==> config.mk <==
export PLATFORM = sky130hd
export DESIGN_NAME = spi_master_nss
export DESIGN_NICKNAME = d
export VERILOG_FILES = /design/src/rtl/spi_master_nss.sv
export SDC_FILE = /design/constraint.sdc
export NUM_CORES = 1
export LEC_CHECK = 0
export BUFFER_PORTS_ARGS = -buffer_cell sky130_fd_sc_hd__buf_2
export CAP_MARGIN = 20
export CORE_UTILIZATION = 50
export DETAILED_ROUTE_END_ITERATION = 12
export PLACE_DENSITY = 0.71
export SLEW_MARGIN = 20
export SYNTH_ARGS = -nofsm -noshare
export SYNTH_HDL_FRONTEND = slang
export SYNTH_SLANG_ARGS = --single-unit
==> constraint.sdc <==
create_clock -name clk -period 2.6 [get_ports clk]
set_input_delay 0.52 -clock clk [delete_from_list [all_inputs] [get_ports clk]]
set_output_delay 0.52 -clock clk [all_outputs]
set_load 0.03 [all_outputs]
==> src/rtl/spi_master_nss.sv <==
// spi_master_nss: SPI master, MSB-first DATA_WIDTH frames, NUM_SS selects, runtime CPOL/CPHA, divided clock; SPI_LOOPBACK_EN feeds MOSI back as MISO.
// Latency: handshake to rx_valid = (2*DATA_WIDTH+2)*(cfg_div+1)+1 clk cycles.
// Backpressure: tx_ready only in IDLE; tx_valid while busy is ignored, nothing is queued.
module spi_master_nss #(
    parameter int DATA_WIDTH = 8,
    parameter int NUM_SS     = 2,
    parameter int DIV_WIDTH  = 16,
    localparam int SS_W      = (NUM_SS > 1) ? $clog2(NUM_SS) : 1
) (
    input  logic                  clk,
    input  logic                  resetn,
    input  logic [DIV_WIDTH-1:0]  cfg_div,
    input  logic                  cfg_cpol,
    input  logic                  cfg_cpha,
    input  logic [SS_W-1:0]       cfg_ss_sel,
    input  logic [DATA_WIDTH-1:0] tx_data,
    input  logic                  tx_valid,
    output logic                  tx_ready,
    output logic [DATA_WIDTH-1:0] rx_data,
    output logic                  rx_valid,
    output logic                  busy,
    output logic                  spi_clk,
    output logic                  spi_mosi,
    input  logic                  spi_miso,
    output logic [NUM_SS-1:0]     spi_ss_n
);
    localparam int NTOG = 2 * DATA_WIDTH;
    localparam int TW   = $clog2(NTOG + 1);

    typedef enum logic [1:0] {IDLE, SETUP, XFER, HOLD} state_t;
    state_t state_q, state_d;

    logic [DIV_WIDTH-1:0]  div_q, div_cnt_q;
    logic                  cpol_q, cpha_q;
    logic [TW-1:0]         tog_cnt_q;
    logic [DATA_WIDTH-1:0] tx_sh_q, rx_sh_q;
    logic [NUM_SS-1:0]     ss_dec;
    logic                  miso_int;
    logic                  start, tick, leading, last_tog;
    logic                  do_toggle, do_sample, do_shift, frame_end;

`ifdef SPI_LOOPBACK_EN
    logic unused_miso;
    assign unused_miso = spi_miso;
    assign miso_int    = spi_mosi;
`else
    logic miso_s1, miso_s2;
    always_ff @(posedge clk or negedge resetn) begin
        if (!resetn) begin
            miso_s1 <= 1'b0;
            miso_s2 <= 1'b0;
        end else begin
            miso_s1 <= spi_miso;
            miso_s2 <= miso_s1;
        end
    end
    assign miso_int = miso_s2;
`endif

    assign tx_ready = (state_q == IDLE);
    assign busy     = (state_q != IDLE);
    assign start    = tx_valid && tx_ready;
    assign tick     = (div_cnt_q == div_q);
    assign leading  = ~tog_cnt_q[0];
    assign last_tog = (tog_cnt_q == TW'(NTOG - 1));

    // Out-of-range selects decode to no line at all.
    always_comb begin
        ss_dec = '1;
        for (int i = 0; i < NUM_SS; i++) begin
            if (cfg_ss_sel == SS_W'(i)) ss_dec[i] = 1'b0;
        end
    end

    always_ff @(posedge clk or negedge resetn) begin
        if (!resetn) state_q <= IDLE;
        else         state_q <= state_d;
    end

    always_comb begin
        state_d   = state_q;
        do_toggle = 1'b0;
        frame_end = 1'b0;
        case (state_q)
            IDLE:  if (start) state_d = SETUP;
            SETUP: if (tick) state_d = XFER;
            XFER: begin
                if (tick) begin
                    do_toggle = 1'b1;
                    if (last_tog) state_d = HOLD;
                end
            end
            HOLD: begin
                if (tick) begin
                    frame_end = 1'b1;
                    state_d   = IDLE;
                end
            end
            default: state_d = IDLE;
        endcase
    end

    // CPHA=0 samples on leading toggles; CPHA=1 on trailing ones.
    assign do_sample = do_toggle && (leading ^ cpha_q);
    assign do_shift  = do_toggle && (cpha_q ? leading : (!leading && !last_tog));

    always_ff @(posedge clk or negedge resetn) begin
        if (!resetn) begin
            div_q     <= '0;
            cpol_q    <= 1'b0;
            cpha_q    <= 1'b0;
            div_cnt_q <= '0;
            tog_cnt_q <= '0;
            tx_sh_q   <= '0;
            rx_sh_q   <= '0;
            rx_data   <= '0;
            rx_valid  <= 1'b0;
            spi_clk   <= 1'b0;
            spi_mosi  <= 1'b0;
            spi_ss_n  <= '1;
        end else begin
            rx_valid <= 1'b0;
            if (state_q == IDLE || tick) div_cnt_q <= '0;
            else                         div_cnt_q <= div_cnt_q + 1'b1;

            if (start) begin
                div_q     <= cfg_div;
                cpol_q    <= cfg_cpol;
                cpha_q    <= cfg_cpha;
                tog_cnt_q <= '0;
                rx_sh_q   <= '0;
                spi_clk   <= cfg_cpol;
                spi_mosi  <= tx_data[DATA_WIDTH-1];
                spi_ss_n  <= ss_dec;
                // CPHA=0 has already put the MSB out, so pre-advance the shifter.
                tx_sh_q   <= cfg_cpha ? tx_data : {tx_data[DATA_WIDTH-2:0], 1'b0};
            end

            if (do_toggle) begin
                spi_clk   <= ~spi_clk;
                tog_cnt_q <= tog_cnt_q + 1'b1;
            end

            if (do_shift) begin
                spi_mosi <= tx_sh_q[DATA_WIDTH-1];
                tx_sh_q  <= {tx_sh_q[DATA_WIDTH-2:0], 1'b0};
            end

            if (do_sample) rx_sh_q <= {rx_sh_q[DATA_WIDTH-2:0], miso_int};

            if (frame_end) begin
                spi_ss_n <= '1;
                rx_data  <= rx_sh_q;
                rx_valid <= 1'b1;
            end
        end
    end
endmodule

==> summary.md <==
| Metric | Value |
|---|---|
| Status | `complete, but fails checks` |
| Failing checks | `DRC` |
| M1 WL | `2.85 mm` |
| DR top layer | `met4` |
| CTS-repair resized insts | `0` |
| Placeable Area | `0.00646 sq mm` |
| Largest net degree at the start of global routing | `43` |
| Fin. max-slew vios | `0` |
| Root buf cell | `clkbuf_8` |
| Worst skew pair latency | `roughly 0.34 ns` |
| CTS Sinks | `between 70 and 80` |
| Seq cells post-synth | `about 70` |
| Iter 0 DRT Violations | `127` |
| Metal3 WL | `222 um` |
| Crit share post-route | `a little under 90%` |
| CP max FO | `15` |
| Inserted Diodes | `0` |
| Chip Height | `~84 um` |
| Most frequent cells in the layout | `69 x dfrtp_1, 45 x buf_2, 28 x nand2_1` |
| Final net count | `around 380` |
| Leakage power | `1.86 nW` |
| Top delay family on crit path | `simple AND/OR/NAND/NOR gates` |
| Post-layout min period | `between 2 and 2.5 ns` |
| Num rows | `29` |
| Final WL | `slightly below 6 mm` |
| Critical path class | `flop to flop` |
| Post-Syn Nets | `around 330` |
| I/O Pins | `46` |
| Layout cells sized above 1 | `between 20% and 30%` |
| Layout Skew | `roughly 0.009 ns` |
| Met2 WL post-DR | `around 2.8 mm` |
| DR DRC count | `14` |
| Setup repair after global routing missed its margin | `no` |
| Yosys warnings | `0` |
| Initial antenna violation count | `0` |
| Synthesized instance count | `slightly below 300` |
| Routed via count | `2239` |
| Post-synth ARST share | `100%` |
| GP Congestion | `between 0.7 and 0.8` |
| Vias/cell | `roughly 5.3` |
| P per Cell Area | `965 mW/mm^2` |
| Critical Path RT | `roughly 2.8 ns` |
| Buffers added on ports | `45` |
| CTS max path bufs | `2` |
| Post-route ant nets | `0` |
| Final HPWL from detailed placement | `~4.2 mm` |
| Post-synth cell types | `34` |
| Slew at the pin with the worst max-slew slack | `~0.67 ns` |
| Total Power | `roughly 3.8 mW` |
| Die area | `approximately 0.0071 sq mm` |
| Post-synth EDFFs | `0` |
| Primary FF master, synth | `dfrtp_1` |
| Fmax | `around 440 MHz` |
| Crit-path cells | `xnor2_1 -> nand4_1 -> nor4_4 -> buf_4 -> nand2_1 -> mux2_4` |
| # hold bufs at CTS | `0` |
| CTS Buf Count | `9` |
| Overflow after GRT | `0` |
| Global-route wire length before repair | `10.4 mm` |
| Gr usage total | `between 10% and 20%` |
| Vias in the first global route | `between 2000 and 2500` |
| CP arrival | `around 2.5 ns` |
| Worst path buffer plus inverter count | `1` |
| CP peak stage delay | `0.43 ns` |
| H-tree depth | `3` |
| Layout filler cell count | `about 550` |
| Area of the mapped netlist | `roughly 0.0034 sq mm` |
| Setup Buffers After CTS | `0` |
| Setup TNS Final | `0 ns` |
| Initial Util | `~52%` |
| Chip width | `roughly 84 um` |
| Setup violators final | `0` |
| Final hold vios | `0` |
| Most common cell after layout, fill and taps aside | `dfrtp_1` |
| WHS | `between 0.15 and 0.2 ns` |
| Slew HR | `about 56%` |
| Hold Path Class | `primary input to asynchronous set/reset pin` |
| Area Overhead vs Synth | `15.3%` |
| Post-synthesis sequential area ratio | `52.6%` |
| Max Cap Viol | `0` |
| Routed len/inst | `around 14 um` |
| Worst path slowest cell | `dfrtp_1` |
| Clock slew at reported path FFs | `around 0.08 ns` |
| DRT Pass-1 Iters | `8` |
| Startpoint types | `flop` |
| Synth Area per Inst | `about 12 sq um` |
| TritonCTS clock tree | `built` |
| Maximum vdd drop | `between 0.0004 and 0.0005 V` |
| Critical Path End Type | `flop` |
==> worst paths after layout <==
kind / startpoint / to / slack (ns) / cells after the start
hold / removal: resetn / rx_data[3] / 0.20 / 1
setup / recovery: div_cnt_q[7] / rx_data[7] / 0.33 / 6
min in group clk: spi_miso / miso_s1 / 0.28 / 1
hold reg to reg: miso_s1 / miso_int / 0.35 / 0
setup reg to reg: div_cnt_q[7] / rx_data[7] / 0.33 / 6
max in group asynchronous: resetn / div_cnt_q[12] / 1.75 / 2
==> layer usage <==
layer  GRT usage [%]  up-vias
met2            28.5       54
met1            26.0     1084
li1                -     1092
met3            4.03        9
met4            9.25        0
met5               0        -
==> cell type report <==
class	count	area (sq um)	area share, %
Clock buffer	10	138	3.53
Timing Repair Buffer	50	275	7.05
Clock inverter	6	91.3	2.34
Sequential cell	71	1780	45.6
Tap cell	77	96.3	2.47
Inverter	9	33.8	0.866
Multi-Input combinational cell	199	1490	38.2
==> registers in the layout (all words and copies together), names as in the netlist, 2 cells and up <==
name       count
rx_data        8
tog_cnt_q      5
div_q         16
state_q        2
div_cnt_q     16
rx_sh_q        8
tx_sh_q        8
spi_ss_n       2
==> stage by stage <==
| stage | utilization, % | instances | area (sq um) | worst slack (ns) |
|---|---|---|---|---|
| after global routing | 60.4 | 422 | 3900 | 0.142 |
| after detailed placement | 56.9 | 406 | 3670 | 0.317 |
| final | 60.4 | 422 | 3900 | 0.331 |
| after global placement | 56.9 | 406 | 3670 | 0.361 |
| after floorplan | - | 294 | 3380 | 0.664 |
| after CTS | 60.4 | 422 | 3900 | 0.327 |
==> kinds of logic (layout without fill, tap and decap cells) <==
kind of cell	Yosys count	count (layout)	share of synthesized area, %
fa+ha+maj	7	7	2.59
flops	71	71	52.6
buf+inv	24	75	3.44
xor+xnor	32	32	8.28
simple gates	88	88	12.5
mux	49	49	16.6
compound gates	23	23	3.99
==> power by group <==
group          internal [mW]  switching [mW]
Sequential              1.41           0.215
Clock                  0.573           0.432
Combinational          0.534           0.601
==> cells in the mapped netlist, types with 3 or more instances <==
cell	n	area, sq um
a21oi_1	3	15.0
and3_1	5	31.3
clkbuf_1	8	30.0
dfrtp_1	69	1730
ha_1	7	87.6
inv_1	9	33.8
mux2_1	8	90.1
mux2_2	21	236
mux2_4	7	105
mux2i_1	13	130
nand2_1	28	105
nand3_1	11	55.1
nand4_1	13	81.3
nor2_1	22	82.6
o21ai_0	14	70.1
xnor2_1	22	193
xor2_1	10	87.6
No activity file was read; power rests on OpenSTA's default activity.
